<file path="src/rtl/traffic_pkg.sv">
// Shared definitions for the traffic phase scheduler: phase encoding,
// default timing constants and the lamp decode used by the top level.
package traffic_pkg;

   // Phase encoding as seen on the phase output port.
   typedef enum logic [2:0] {
      NS_G = 3'd0,
      NS_Y = 3'd1,
      AR1  = 3'd2,
      EW_G = 3'd3,
      EW_Y = 3'd4,
      AR2  = 3'd5
   } phase_e;

   // Default durations in clock cycles.
   localparam int GREEN_T_DEF  = 15;
   localparam int YELLOW_T_DEF = 3;
   localparam int ALLRED_T_DEF = 3;
   localparam int EXT_T_DEF    = 5;
   localparam int MAX_EXT_DEF  = 2;
   localparam int WALK_T_DEF   = 8;

   typedef struct packed {
      logic ns_g;
      logic ns_y;
      logic ns_r;
      logic ew_g;
      logic ew_y;
      logic ew_r;
   } lamps_t;

   // Exactly one lamp per direction; unused codes fall back to all-red.
   function automatic lamps_t lamp_decode(input phase_e p);
      lamps_t l;
      l = '0;
      case (p)
         NS_G:    begin l.ns_g = 1'b1; l.ew_r = 1'b1; end
         NS_Y:    begin l.ns_y = 1'b1; l.ew_r = 1'b1; end
         EW_G:    begin l.ns_r = 1'b1; l.ew_g = 1'b1; end
         EW_Y:    begin l.ns_r = 1'b1; l.ew_y = 1'b1; end
         default: begin l.ns_r = 1'b1; l.ew_r = 1'b1; end
      endcase
      return l;
   endfunction

   function automatic logic is_green(input phase_e p);
      return (p == NS_G) || (p == EW_G);
   endfunction

endpackage

</file>
<file path="src/rtl/phase_timer.sv">
// Loadable 8-bit down-counter used to time every phase. Load wins over
// hold; the count stops at zero and never wraps.
module phase_timer #(
   parameter logic [7:0] RST_VAL = 8'd0
)(
   input  logic       clk,
   input  logic       rst,
   input  logic       load,
   input  logic       hold,
   input  logic [7:0] load_val,
   output logic       zero
);

   logic [7:0] count;

   // Count down one step per cycle unless loaded, held or already at zero.
   always_ff @(posedge clk) begin
      // NOTE: registers take non-blocking assignments so every flop samples pre-edge values.
      if (rst)
         count <= RST_VAL;
      else if (load)
         count <= load_val;
      else if (!hold && count != 8'd0)
         count <= count - 8'd1;
   end

   assign zero = (count == 8'd0);

endmodule

</file>
<file path="src/rtl/traffic_phase_scheduler.sv">
// Two-way intersection controller: fixed phase cycle with green
// extension on demand, latched pedestrian walk requests and emergency
// preemption. All lamp, walk and status outputs are registered.
module traffic_phase_scheduler
   import traffic_pkg::*;
#(
   parameter int GREEN_T  = GREEN_T_DEF,
   parameter int YELLOW_T = YELLOW_T_DEF,
   parameter int ALLRED_T = ALLRED_T_DEF,
   parameter int EXT_T    = EXT_T_DEF,
   parameter int MAX_EXT  = MAX_EXT_DEF,
   parameter int WALK_T   = WALK_T_DEF
)(
   input  logic       clk,
   input  logic       rst,
   input  logic       car_ns,
   input  logic       car_ew,
   input  logic       ped_ns,
   input  logic       ped_ew,
   input  logic       emg_req,
   input  logic       emg_dir,
   output logic       ns_g,
   output logic       ns_y,
   output logic       ns_r,
   output logic       ew_g,
   output logic       ew_y,
   output logic       ew_r,
   output logic       walk_ns,
   output logic       walk_ew,
   output logic       emg_active,
   output logic [2:0] phase
);

   // Timer reload values are duration-1 so a state lasts exactly its duration.
   localparam logic [7:0] GREEN_RL  = 8'(GREEN_T - 1);
   localparam logic [7:0] YELLOW_RL = 8'(YELLOW_T - 1);
   localparam logic [7:0] ALLRED_RL = 8'(ALLRED_T - 1);
   localparam logic [7:0] EXT_RL    = 8'(EXT_T - 1);
   localparam logic [7:0] WALK_L    = 8'(WALK_T);
   localparam logic [2:0] MAX_EXT_L = 3'(MAX_EXT);

   phase_e     state, nxt_state;
   logic       tmr_load, tmr_hold, tmr_zero;
   logic [7:0] tmr_val;
   logic       ext_inc;
   logic [2:0] ext_cnt;
   logic       pend_ns, pend_ew, pend_ns_n, pend_ew_n;
   logic       enter_ns, enter_ew;
   logic [7:0] wrem_ns, wrem_ew, wbase_ns, wbase_ew, wrem_ns_n, wrem_ew_n;
   logic       walk_ns_n, walk_ew_n;
   lamps_t     lamps_q;

   phase_timer #(.RST_VAL(GREEN_RL)) u_timer (
      .clk      (clk),
      .rst      (rst),
      .load     (tmr_load),
      .hold     (tmr_hold),
      .load_val (tmr_val),
      .zero     (tmr_zero)
   );

   // Next-phase decision and timer control. Yellow only ever leads to
   // all-red, so a green can only be entered from AR1 or AR2.
   always_comb begin
      // NOTE: defaults first so no path leaves a signal unassigned (no latches).
      nxt_state = state;
      tmr_load  = 1'b0;
      tmr_hold  = 1'b0;
      tmr_val   = 8'd0;
      ext_inc   = 1'b0;
      case (state)
         NS_G: begin
            if (emg_req && !emg_dir) begin
               tmr_hold = 1'b1;
            end else if (emg_req) begin
               nxt_state = NS_Y;
               tmr_load  = 1'b1;
               tmr_val   = YELLOW_RL;
            end else if (tmr_zero) begin
               if (car_ns && !car_ew && !pend_ew && ext_cnt < MAX_EXT_L) begin
                  tmr_load = 1'b1;
                  tmr_val  = EXT_RL;
                  ext_inc  = 1'b1;
               end else begin
                  nxt_state = NS_Y;
                  tmr_load  = 1'b1;
                  tmr_val   = YELLOW_RL;
               end
            end
         end
         NS_Y: begin
            if (tmr_zero) begin
               nxt_state = AR1;
               tmr_load  = 1'b1;
               tmr_val   = ALLRED_RL;
            end
         end
         AR1: begin
            if (tmr_zero) begin
               nxt_state = (emg_req && !emg_dir) ? NS_G : EW_G;
               tmr_load  = 1'b1;
               tmr_val   = GREEN_RL;
            end
         end
         EW_G: begin
            if (emg_req && emg_dir) begin
               tmr_hold = 1'b1;
            end else if (emg_req) begin
               nxt_state = EW_Y;
               tmr_load  = 1'b1;
               tmr_val   = YELLOW_RL;
            end else if (tmr_zero) begin
               if (car_ew && !car_ns && !pend_ns && ext_cnt < MAX_EXT_L) begin
                  tmr_load = 1'b1;
                  tmr_val  = EXT_RL;
                  ext_inc  = 1'b1;
               end else begin
                  nxt_state = EW_Y;
                  tmr_load  = 1'b1;
                  tmr_val   = YELLOW_RL;
               end
            end
         end
         EW_Y: begin
            if (tmr_zero) begin
               nxt_state = AR2;
               tmr_load  = 1'b1;
               tmr_val   = ALLRED_RL;
            end
         end
         AR2: begin
            if (tmr_zero) begin
               nxt_state = (emg_req && emg_dir) ? EW_G : NS_G;
               tmr_load  = 1'b1;
               tmr_val   = GREEN_RL;
            end
         end
         default: begin
            nxt_state = AR2;
            tmr_load  = 1'b1;
            tmr_val   = ALLRED_RL;
         end
      endcase
   end

   // Pedestrian bookkeeping: a request pending at green entry grants
   // WALK_T walk cycles; walk cycles are not spent while preempted.
   always_comb begin
      enter_ns  = (nxt_state == NS_G) && (state != NS_G);
      enter_ew  = (nxt_state == EW_G) && (state != EW_G);
      pend_ns_n = enter_ns ? ped_ns : (pend_ns | ped_ns);
      pend_ew_n = enter_ew ? ped_ew : (pend_ew | ped_ew);
      wbase_ns  = enter_ns ? (pend_ns ? WALK_L : 8'd0) : wrem_ns;
      wbase_ew  = enter_ew ? (pend_ew ? WALK_L : 8'd0) : wrem_ew;
      walk_ns_n = (nxt_state == NS_G) && !emg_req && (wbase_ns != 8'd0);
      walk_ew_n = (nxt_state == EW_G) && !emg_req && (wbase_ew != 8'd0);
      wrem_ns_n = (nxt_state != NS_G) ? 8'd0 : (walk_ns_n ? wbase_ns - 8'd1 : wbase_ns);
      wrem_ew_n = (nxt_state != EW_G) ? 8'd0 : (walk_ew_n ? wbase_ew - 8'd1 : wbase_ew);
   end

   // Phase register plus registered outputs decoded from the next phase.
   always_ff @(posedge clk) begin
      if (rst) begin
         state      <= NS_G;
         ext_cnt    <= 3'd0;
         pend_ns    <= 1'b0;
         pend_ew    <= 1'b0;
         wrem_ns    <= 8'd0;
         wrem_ew    <= 8'd0;
         walk_ns    <= 1'b0;
         walk_ew    <= 1'b0;
         emg_active <= 1'b0;
         lamps_q    <= lamp_decode(NS_G);
      end else begin
         state      <= nxt_state;
         if (enter_ns || enter_ew)
            ext_cnt <= 3'd0;
         else if (ext_inc)
            ext_cnt <= ext_cnt + 3'd1;
         pend_ns    <= pend_ns_n;
         pend_ew    <= pend_ew_n;
         wrem_ns    <= wrem_ns_n;
         wrem_ew    <= wrem_ew_n;
         walk_ns    <= walk_ns_n;
         walk_ew    <= walk_ew_n;
         emg_active <= emg_req && is_green(nxt_state);
         lamps_q    <= lamp_decode(nxt_state);
      end
   end

   assign ns_g  = lamps_q.ns_g;
   assign ns_y  = lamps_q.ns_y;
   assign ns_r  = lamps_q.ns_r;
   assign ew_g  = lamps_q.ew_g;
   assign ew_y  = lamps_q.ew_y;
   assign ew_r  = lamps_q.ew_r;
   assign phase = state;

endmodule

</file>
<file path="config.mk">
export PLATFORM = sky130hd
export DESIGN_NAME = traffic_phase_scheduler
export DESIGN_NICKNAME = d
export VERILOG_FILES = /design/src/rtl/traffic_pkg.sv /design/src/rtl/phase_timer.sv /design/src/rtl/traffic_phase_scheduler.sv
export SDC_FILE = /design/constraint.sdc
export NUM_CORES = 1
export LEC_CHECK = 0
export ABC_CLOCK_PERIOD_IN_PS = 4000
export BUFFER_PORTS_ARGS = -buffer_cell sky130_fd_sc_hd__buf_2
export CAP_MARGIN = 5
export CORE_MARGIN = 2
export CORE_UTILIZATION = 59
export DETAILED_ROUTE_END_ITERATION = 8
export PLACE_DENSITY = 0.82
export SLEW_MARGIN = 5
export SYNTH_ARGS = -nofsm -noshare
export SYNTH_HDL_FRONTEND = slang
export SYNTH_SLANG_ARGS = --single-unit
</file>
<file path="constraint.sdc">
create_clock -name clk -period 4 [get_ports clk]
set_input_delay 0.2 -clock clk [delete_from_list [all_inputs] [get_ports clk]]
set_output_delay 0.2 -clock clk [all_outputs]
set_load 0.02 [all_outputs]
</file>
==> metrics <==
Area contributors post-synth=dfxtp_1, nor2_1, a21oi_1; overall power=939 uW; skew final=0.00843 ns; maxcap violations=0; Clock transition at path regs=0.08 ns; Root Buffer=clkbuf_8; WP data required=4.19 ns; WHS Endpoint=pend_ew$_SDFF_PP0_; Logic pwr share=24.0%; #FFs+latches synth=41; min setup slack post-route=roughly 0.38 ns; syn avg cell area=8.45 sq um; hold crit path type=in -> reg; Slew @ Worst Pin=0.742 ns; hold path depth=3; RSZ-0062 raised after global routing=false; worst slack at placement=about 0.41 ns; multi-input gate area in the final layout=between 1500 and 2000 sq um; DIE WIDTH=around 70 um; Final nets=323; CP Data Arrival Time=3.82 ns; total CTS buffers=5; Max clock buf depth=2; placed cell count=351; Main synth FF type=dfxtp_1; FF-to-FF setup slack=0.38 ns; Layout Area Growth over Synthesis=8.32%; crit path capture type=flip-flop; CP Launch Type=flip-flop; IO Port Bufs=19; f_max=276 MHz; Slew Limit Fails=0; first-pass iteration count of the detailed router=5; GRT Util Overall=24.8%; post_cts resized=0; Synth top area share=between 30% and 40%; global route overflow=0; cell area after synthesis=2450 sq um; r2r worst-path depth=14; VDD IR max=0.201 mV; Clock Latency Late Sink=0.29 ns; NetSw=301 uW; r2r endpoint=wrem_ew[7]$_SDFF_PP0_; ys async rst share=0%; GP Congestion=roughly 0.94; Post-Layout Cell Count=359; Cell variety after synth=70; via count=2272; outcome=finished clean; Final Hold Vio Count=0; Post-DP HPWL=4170 um; clock network power share=27.4%; Site Rows=23; power per cell area=354 nW/um^2; worst-path fanout max=13; utilization after layout=66.4%; Period minus WS final=3.62 ns; TritonCTS clock tree=built; Setup Viol. Count Final=0; Lkg Pwr=1.04 nW; Die ar.=approximately 4700 sq um; Starting Density=61.3%; Net Sw Frac=between 30% and 40%; r2r startpoint=u_timer.count[0]$_SDFFE_PP0P_; Hold Buf Count CTS=0; number of global-route vias before repair=between 1500 and 2000; initial antenna violation count=0; drt initial violations=between 200 and 250; register area=821 sq um; DRT antenna net count=0; H-tree depth=2; synth warn=0; Hold Path Origin=ped_ew; Power Internal=638 uW; kind of critical path=reg -> reg; WL/cell=15.5 um; first-pass GRT wire length=8830 um; Syn Inst Count=290; Synth area leader=dfxtp_1; headroom to the max-slew limit=50.1%; number of flops mapped to enable cells by yosys=0; IO Pins=20; vias per cell=6.33; Antenna diodes=0; layout cells sized above 1=16.8%; post-route setup TNS=0 ns; Final Cycle Share=around 91%; Clock Sinks=41; Die Y=68.5 um; register share of total power=48.6%; core footprint=4000 sq um; final wirelength=5560 um; syn nets=305; Seq/Total Area, Yosys=33.5%; DRC viols=0; pin count of the biggest net entering global routing=17; buffer count from post-CTS setup fixing=0; number of fill cells=342
## worst max-delay path: stages (launching register included)
cell     delay (ns)
dfxtp_1        0.31
inv_1          0.11
ha_1           0.17
nor3b_2        0.39
a21oi_2        0.15
a211o_1        0.32
o21ai_2        0.45
nand2_1        0.16
ha_1           0.24
nor4b_1        0.16
nor2_1         0.10
a31oi_1        0.09
or3b_4         0.41
o311a_1        0.30
o21a_1         0.18
## cells in the mapped netlist (2+ instances only)
library cell   n
o21a_1         2
or3_1          6
nor3_2         2
and3_1         2
o31ai_1        3
and2_1         2
a31oi_1        4
a21oi_2        2
a22oi_1        3
nand3_1       12
inv_1         11
nor3_1        10
nand3_2        2
a221oi_1       2
nor2_1        33
xnor2_1        9
or4_4          2
nor4_1         9
nor3b_1        4
mux2i_1        2
nand4_1        3
o22ai_1        2
a21oi_1       18
o2111ai_1      3
nand2b_1       8
nor2b_1        3
o21ai_0        7
a21o_1         2
a211o_1        2
or2_2          2
dfxtp_1       41
o31a_1         2
o21bai_1       2
clkbuf_1       4
o311a_1        2
a211oi_1       2
nand2_1       19
buf_2          5
xor2_1         4
ha_1           7
## placed cells by master (no fill, tap or decap), types with 3 or more instances in the layout
| cell type | Yosys | final |
|---|---|---|
| a21oi_1 | 18 | 18 |
| a22oi_1 | 3 | 3 |
| a31oi_1 | 4 | 4 |
| buf_2 | 5 | 19 |
| clkbuf_8 | 0 | 5 |
| dfxtp_1 | 41 | 41 |
| ha_1 | 7 | 7 |
| inv_1 | 11 | 11 |
| nand2_1 | 19 | 19 |
| nand2b_1 | 8 | 8 |
| nand3_1 | 12 | 12 |
| nand4_1 | 3 | 3 |
| nor2_1 | 33 | 33 |
| nor2b_1 | 3 | 3 |
| nor3_1 | 10 | 10 |
| nor3b_1 | 4 | 4 |
| nor4_1 | 9 | 9 |
| o2111ai_1 | 3 | 3 |
| o21ai_0 | 7 | 7 |
| o31ai_1 | 3 | 3 |
| or3_1 | 6 | 6 |
| xnor2_1 | 9 | 9 |
| xor2_1 | 4 | 4 |
## metal layers
metal	wire length [um]	track usage, %	vias to the layer above
met4	55	6.75	0
met3	384	5.59	10
met1	2610	33.7	1052
met2	2510	39.4	93
li1	-	-	1117
met5	0	0	-
## registers in the layout, summed over array words and instances (netlist names), 3 cells and up
name / count
phase: 3
u_timer.count: 8
wrem_ns: 8
ext_cnt: 3
wrem_ew: 8
## worst max-delay path by stage
stage	startpoint	to	slack (ns)	depth (start not counted)
after floorplan	u_timer.count[0]$_SDFFE_PP0P_	wrem_ew[7]$_SDFF_PP0_	0.77	15
after global placement	u_timer.count[0]$_SDFFE_PP0P_	wrem_ew[7]$_SDFF_PP0_	0.50	14
after detailed placement	u_timer.count[0]$_SDFFE_PP0P_	wrem_ew[7]$_SDFF_PP0_	0.41	14
after CTS	u_timer.count[0]$_SDFFE_PP0P_	wrem_ew[7]$_SDFF_PP0_	0.40	14
after global routing	u_timer.count[1]$_SDFFE_PP1P_	wrem_ew[7]$_SDFF_PP0_	0.14	14
final	u_timer.count[0]$_SDFFE_PP0P_	wrem_ew[7]$_SDFF_PP0_	0.38	14
## cell type report
cell class                 instances  share of cell area (%)
multi-input combinational        228                    57.9
timing repair buffer              21                    4.15
clock buffer                       6                    2.73
inverter                          11                    1.56
tap                               50                    2.36
clock inverter                     2                   0.377
sequential                        41                    30.9
## through the flow
stage	cell area, sq um	hold slack, ns
floorplan	2450	0.277
global placement	2570	0.413
detailed placement	2570	0.428
CTS	2660	0.124
global route	2660	0.150
finish	2660	0.138
## power groups by stage
stage | registers, mW | logic [mW] | clock network (mW)
after floorplan | 0.460 | 0.177 | 0
after global placement | 0.465 | 0.216 | 0
after detailed placement | 0.465 | 0.221 | 0
after CTS | 0.456 | 0.222 | 0.267
after global routing | 0.460 | 0.249 | 0.282
final | 0.457 | 0.225 | 0.257
## cells by family after synthesis
family,share of synthesized area [%]
and+or+nand+nor,30.9
AOI/OAI and AO/OA,22.8
DFF,33.5
buffers and inverters,3.78
xor gates and xnor gates,4.65
adders and majority gates,3.57
muxes,0.817
No activity file was read; power rests on OpenSTA's default activity.
